--- src/rtl/if_fetch_ctrl.sv ---
// if_fetch_ctrl
//   Instruction-fetch sequencer. Owns the architectural PC and keeps at most
//   one request outstanding to instruction memory. Each fetched word is
//   presented to decode as a valid-qualified bundle (inst, pc, pc4). The
//   bundle is held while decode stalls. Branch redirects from execute are
//   applied, and any response made stale by a redirect is discarded.
//
// Ports
//   clk, arst_n         clock (rising edge), async active-low reset
//   br_taken, br_target redirect pulse and target (target[1:0] ignored)
//   stall               decode not ready; held bundle must stay stable
//   imem_req_*          request channel (valid/ready, addr)
//   imem_rsp_*          response channel (valid, data), one per accepted req
//   if_valid, inst,
//   pc, pc4             bundle to decode
//
// state  | meaning
// -------+-----------------------------------------------------------
// IDLE   | one cycle after reset, no request
// REQ    | request for pc_q presented, waiting for ready
// WAIT   | request accepted, waiting for its response
// KILL   | request accepted then redirected; drop its response
// HOLD   | bundle valid to decode, held until consumed or redirected

module if_fetch_ctrl #(
  parameter logic [31:0] RESET_PC = 32'h0000_0000,
  parameter logic [31:0] NOP_INST = 32'h0000_0013
) (
  input  logic        clk,
  input  logic        arst_n,
  input  logic        br_taken,
  input  logic [31:0] br_target,
  input  logic        stall,
  output logic        imem_req_valid,
  input  logic        imem_req_ready,
  output logic [31:0] imem_req_addr,
  input  logic        imem_rsp_valid,
  input  logic [31:0] imem_rsp_data,
  output logic        if_valid,
  output logic [31:0] inst,
  output logic [31:0] pc,
  output logic [31:0] pc4
);

  typedef enum logic [2:0] {
    S_IDLE = 3'd0,
    S_REQ  = 3'd1,
    S_WAIT = 3'd2,
    S_KILL = 3'd3,
    S_HOLD = 3'd4
  } state_t;

  state_t      state_q, state_d;
  logic [31:0] pc_q, pc_d;
  logic [31:0] fetch_pc_q, fetch_pc_d;
  logic        if_valid_d;
  logic [31:0] inst_d, pc_out_d, pc4_d;
  logic [31:0] tgt;

  assign tgt            = {br_target[31:2], 2'b00};
  assign imem_req_valid = (state_q == S_REQ);
  assign imem_req_addr  = pc_q;

  always_ff @(posedge clk or negedge arst_n) begin
    if (!arst_n) begin
      state_q    <= S_IDLE;
      pc_q       <= RESET_PC;
      fetch_pc_q <= RESET_PC;
      if_valid   <= 1'b0;
      inst       <= NOP_INST;
      pc         <= 32'h0;
      pc4        <= 32'h0;
    end else begin
      state_q    <= state_d;
      pc_q       <= pc_d;
      fetch_pc_q <= fetch_pc_d;
      if_valid   <= if_valid_d;
      inst       <= inst_d;
      pc         <= pc_out_d;
      pc4        <= pc4_d;
    end
  end

  always_comb begin
    state_d    = state_q;
    pc_d       = pc_q;
    fetch_pc_d = fetch_pc_q;
    if_valid_d = if_valid;
    inst_d     = inst;
    pc_out_d   = pc;
    pc4_d      = pc4;

    case (state_q)
      S_IDLE: state_d = S_REQ;

      S_REQ: begin
        if (br_taken) begin
          // With ready low the address can still be retargeted; with ready
          // high the old request is already gone, so its response must die.
          pc_d = tgt;
          if (imem_req_ready) state_d = S_KILL;
        end else if (imem_req_ready) begin
          fetch_pc_d = pc_q;
          pc_d       = pc_q + 32'd4;
          state_d    = S_WAIT;
        end
      end

      S_WAIT: begin
        if (br_taken) begin
          pc_d    = tgt;
          state_d = imem_rsp_valid ? S_REQ : S_KILL;
        end else if (imem_rsp_valid) begin
          if_valid_d = 1'b1;
          inst_d     = imem_rsp_data;
          pc_out_d   = fetch_pc_q;
          pc4_d      = fetch_pc_q + 32'd4;
          state_d    = S_HOLD;
        end
      end

      S_KILL: begin
        if (br_taken) pc_d = tgt;
        if (imem_rsp_valid) state_d = S_REQ;
      end

      S_HOLD: begin
        if (br_taken) begin
          if_valid_d = 1'b0;
          inst_d     = NOP_INST;
          pc_d       = tgt;
          state_d    = S_REQ;
        end else if (!stall) begin
          if_valid_d = 1'b0;
          state_d    = S_REQ;
        end
      end

      default: state_d = S_IDLE;
    endcase
  end

endmodule

--- config.mk ---
export PLATFORM = sky130hd
export DESIGN_NAME = if_fetch_ctrl
export DESIGN_NICKNAME = d
export VERILOG_FILES = /design/src/rtl/if_fetch_ctrl.sv
export SDC_FILE = /design/constraint.sdc
export NUM_CORES = 1
export LEC_CHECK = 0
export ABC_AREA = 1
export CAP_MARGIN = 30
export CORE_MARGIN = 2
export CORE_UTILIZATION = 34
export CTS_CLUSTER_DIAMETER = 40
export DETAILED_ROUTE_END_ITERATION = 10
export HOLD_SLACK_MARGIN = 0.08
export PLACE_DENSITY = 0.68
export SYNTH_ARGS = -nofsm -noshare
export SYNTH_HDL_FRONTEND = slang
export SYNTH_SLANG_ARGS = --single-unit
--- constraint.sdc ---
create_clock -name clk -period 1.7 [get_ports clk]
set_input_delay 0.34 -clock clk [delete_from_list [all_inputs] [get_ports clk]]
set_output_delay 0.34 -clock clk [all_outputs]
set_load 0.02 [all_outputs]
==> metrics, run 1 <==
crit-path max cell delay 0.43 ns; Buf+Inv Stages, Crit Path 2; Tcrit/Tclk final 97.35%; Total Power 0.02044 W; MaxCap Viol Count 0; drt wl/cell 14.59 microns; share of cells above drive strength 1 12.49%; crit path cell chain buf_4 -> clkdlybuf4s15_1; Mean Syn Cell Area 7.722 sq um; commonest non-fill, non-tap cell in the layout nand2_1; PD cells 1828 nW/um^2; die width 156.1 microns; Routed Antenna Nets 0; synthesized cell area 7869 sq um; finished layout cell area 11,180 sq um; TritonCTS clock tree done; peak supply drop 654.7 uV; Chip Height 156.1 microns; Avg Vias per Cell 4.732; endpoints failing hold 0; Mapped Cells 1,019; status complete, no violations; DPL Wire Length 17.19 mm; post-place instance area 10,610 sq um; critical path's slowest cell dfrtp_1; area leader, netlist dfrtp_1; PortBufs 191; ant diodes 0; Die ar. 24,380 sq um; total gr overflow 0; maximum net fanout on the critical path 4; static leakage 5.654 nW; number of global-route vias before repair 6,983; total CTS buffers 17; Layout Utilization 49.25%; CTS Root Cell clkbuf_16; TNS Setup 0 ns; Final min period 1.655 ns; clock transition at the registers of the reported paths 0.06 ns; FP Rows 55; global-route wire length before repair 36.42 mm; Setup Skew 0.01012 ns; max-slew violations 0; most frequent cells in the layout nand2_1, dfrtp_1, dlygate4sd2_1, nor2_1, inv_1; Layout area overhead 42.12%; Warnings, synthesis 0; Netlist cell types 36; # DRC 0; DRT Pass-1 Iters 5; io pins 200; largest net degree at the start of global routing 43; Final nets 1,333; Seq cells post-synth 156; Global Route Usage Sum 18.98%; sequential area share after synthesis 49.66%; r2r setup slk 0.09 ns; final setup fails 0; Setup WS post-layout 0.04511 ns; Highest Clock Rate 0.6043 GHz; cell family with most CP delay buffers and inverters; Core ar. 22,710 sq um; routed via count 7,372; Synth top area share 48.66%; clk sink count 156; RePlAce Congestion 0.8877; Clock Latency Late Sink 0.42 ns; drt total wl 22.73 mm; critical path startpoint category flip-flop; ys flop type dfrtp_1; pre-CTS setup slack -0.1136 ns; number of H-tree levels 4; Async SR Flop Fraction 100.0%; synth top area cells dfrtp_1, nand2_1, nand3_1, nor2_1, inv_1; Initial Utilization 34.65%; crit path DAT 1.31 ns; initial drt markers 487; Setup CP Type flip-flop to output pin; hold crit path type input port to asynchronous set/reset pin; clock buffer depth 2; initial antenna violation count 0; CP endpoint kind output pin; number of enable flip-flop cells after synthesis 0; Crit path required time 1.36 ns
-- layout make-up --
type / count / area [sq um]
Timing Repair Buffer: 262 / 2531
Fill cell: 2241 / 11530
Multi-Input combinational cell: 719 / 3425
Clock buffer: 20 / 446.7
Clock inverter: 11 / 118.9
Tap cell: 285 / 356.6
Sequential cell: 156 / 3911
Inverter: 105 / 394.1
-- metrics by stage --
step                      hold slack, ns  cells
after floorplan                  0.04441   1024
after global placement            0.2600   1519
after detailed placement          0.2576   1519
after CTS                         0.3675   1551
after global routing              0.4014   1558
final                             0.3697   1558
-- where the power goes --
group          switching [W]  leakage [nW]  total [W]  internal, W
clock network        0.00152         0.268    0.00371      0.00218
registers            0.00166          1.94    0.00721      0.00555
logic                0.00564          3.44    0.00953      0.00389
-- state kept, by name (all words and copies together), names as in the netlist --
name and flops:
fetch_pc_q 30, if_valid 1, imem_req_addr 30, inst 32
pc 30, pc4 30, state_q 3
-- cell usage after synthesis (2+ instances only) --
library cell / n
dfrtp_1: 153
nand3_1: 96
xnor2_1: 4
o21a_1: 4
nor2_4: 4
clkbuf_1: 8
dfstp_2: 3
nor2_1: 127
o22ai_1: 3
a22o_1: 29
o211ai_1: 6
buf_6: 4
or2_2: 12
o21ai_0: 57
inv_2: 5
buf_4: 11
nand2_2: 3
o22a_1: 3
inv_1: 99
nor3_1: 3
nand2_1: 324
xor2_1: 5
a21oi_1: 6
ha_1: 2
buf_2: 22
o21ai_1: 5
nand4_1: 10
nor2_2: 3
-- worst reg2reg max path, cell delays in order (launching register included) --
cell and delay (ns):
dfrtp_2 0.42, buf_4 0.14, inv_1 0.07, nor2_2 0.17, nand2_1 0.09, nor2_1 0.14, nand2_1 0.13, nor2_2 0.17
nand2_1 0.07, nand2_1 0.06, nand3_1 0.05
-- cell families after synthesis --
group	count (synthesis)	synth area share [%]
and+or+nand+nor	586	31.29
DFF	156	49.66
buffers and inverters	150	8.412
AOI/OAI and AO/OA	115	9.270
xor gates and xnor gates	9	1.002
adders and majority gates	2	0.3180
other	1	0.04766
-- metal layers --
layer / track usage, % / up-vias / share of wire [%]
li1: - / 3727 / -
met1: 26.97 / 3389 / 48
met2: 29.16 / 223 / 45
met3: 3.111 / 33 / 4.5
met4: 7.077 / 0 / 2.2
met5: 0 / - / 0
-- worst paths after layout --
check,from,endpoint,depth (start not counted)
max in group asynchronous,arst_n,fetch_pc_q[23]$_DFFE_PN0P_,3
hold / removal,arst_n,inst[3]$_DFFE_PN0P_,2
min in group clk,pc[6]$_DFFE_PN0P_,pc[6]$_DFFE_PN0P_,2
hold reg to reg,pc[6]$_DFFE_PN0P_,pc[6]$_DFFE_PN0P_,2
setup / recovery,imem_req_addr[3]$_DFFE_PN0P_,imem_req_addr[3],2
setup reg to reg,fetch_pc_q[2]$_DFFE_PN0P_,pc4[31]$_DFFE_PN0P_,10
-- repair_timing --
item                       in CTS  in global routing
hold endpoints to repair       31                  0
setup buffers                   0                  6
cloned                          0                  1
pin swaps                       0                  6
gates resized for setup       130                 27
setup endpoints to repair     126                 32
hold buffers                    1                  0
Note: power is estimated with default switching activity, not from simulation.
==> run 2: changes to the inputs <==
- CTS_CLUSTER_DIAMETER: 40 -> 30
==> results of run 2 <==
The final DEF is identical to that of run 1; final timing and power are the same.
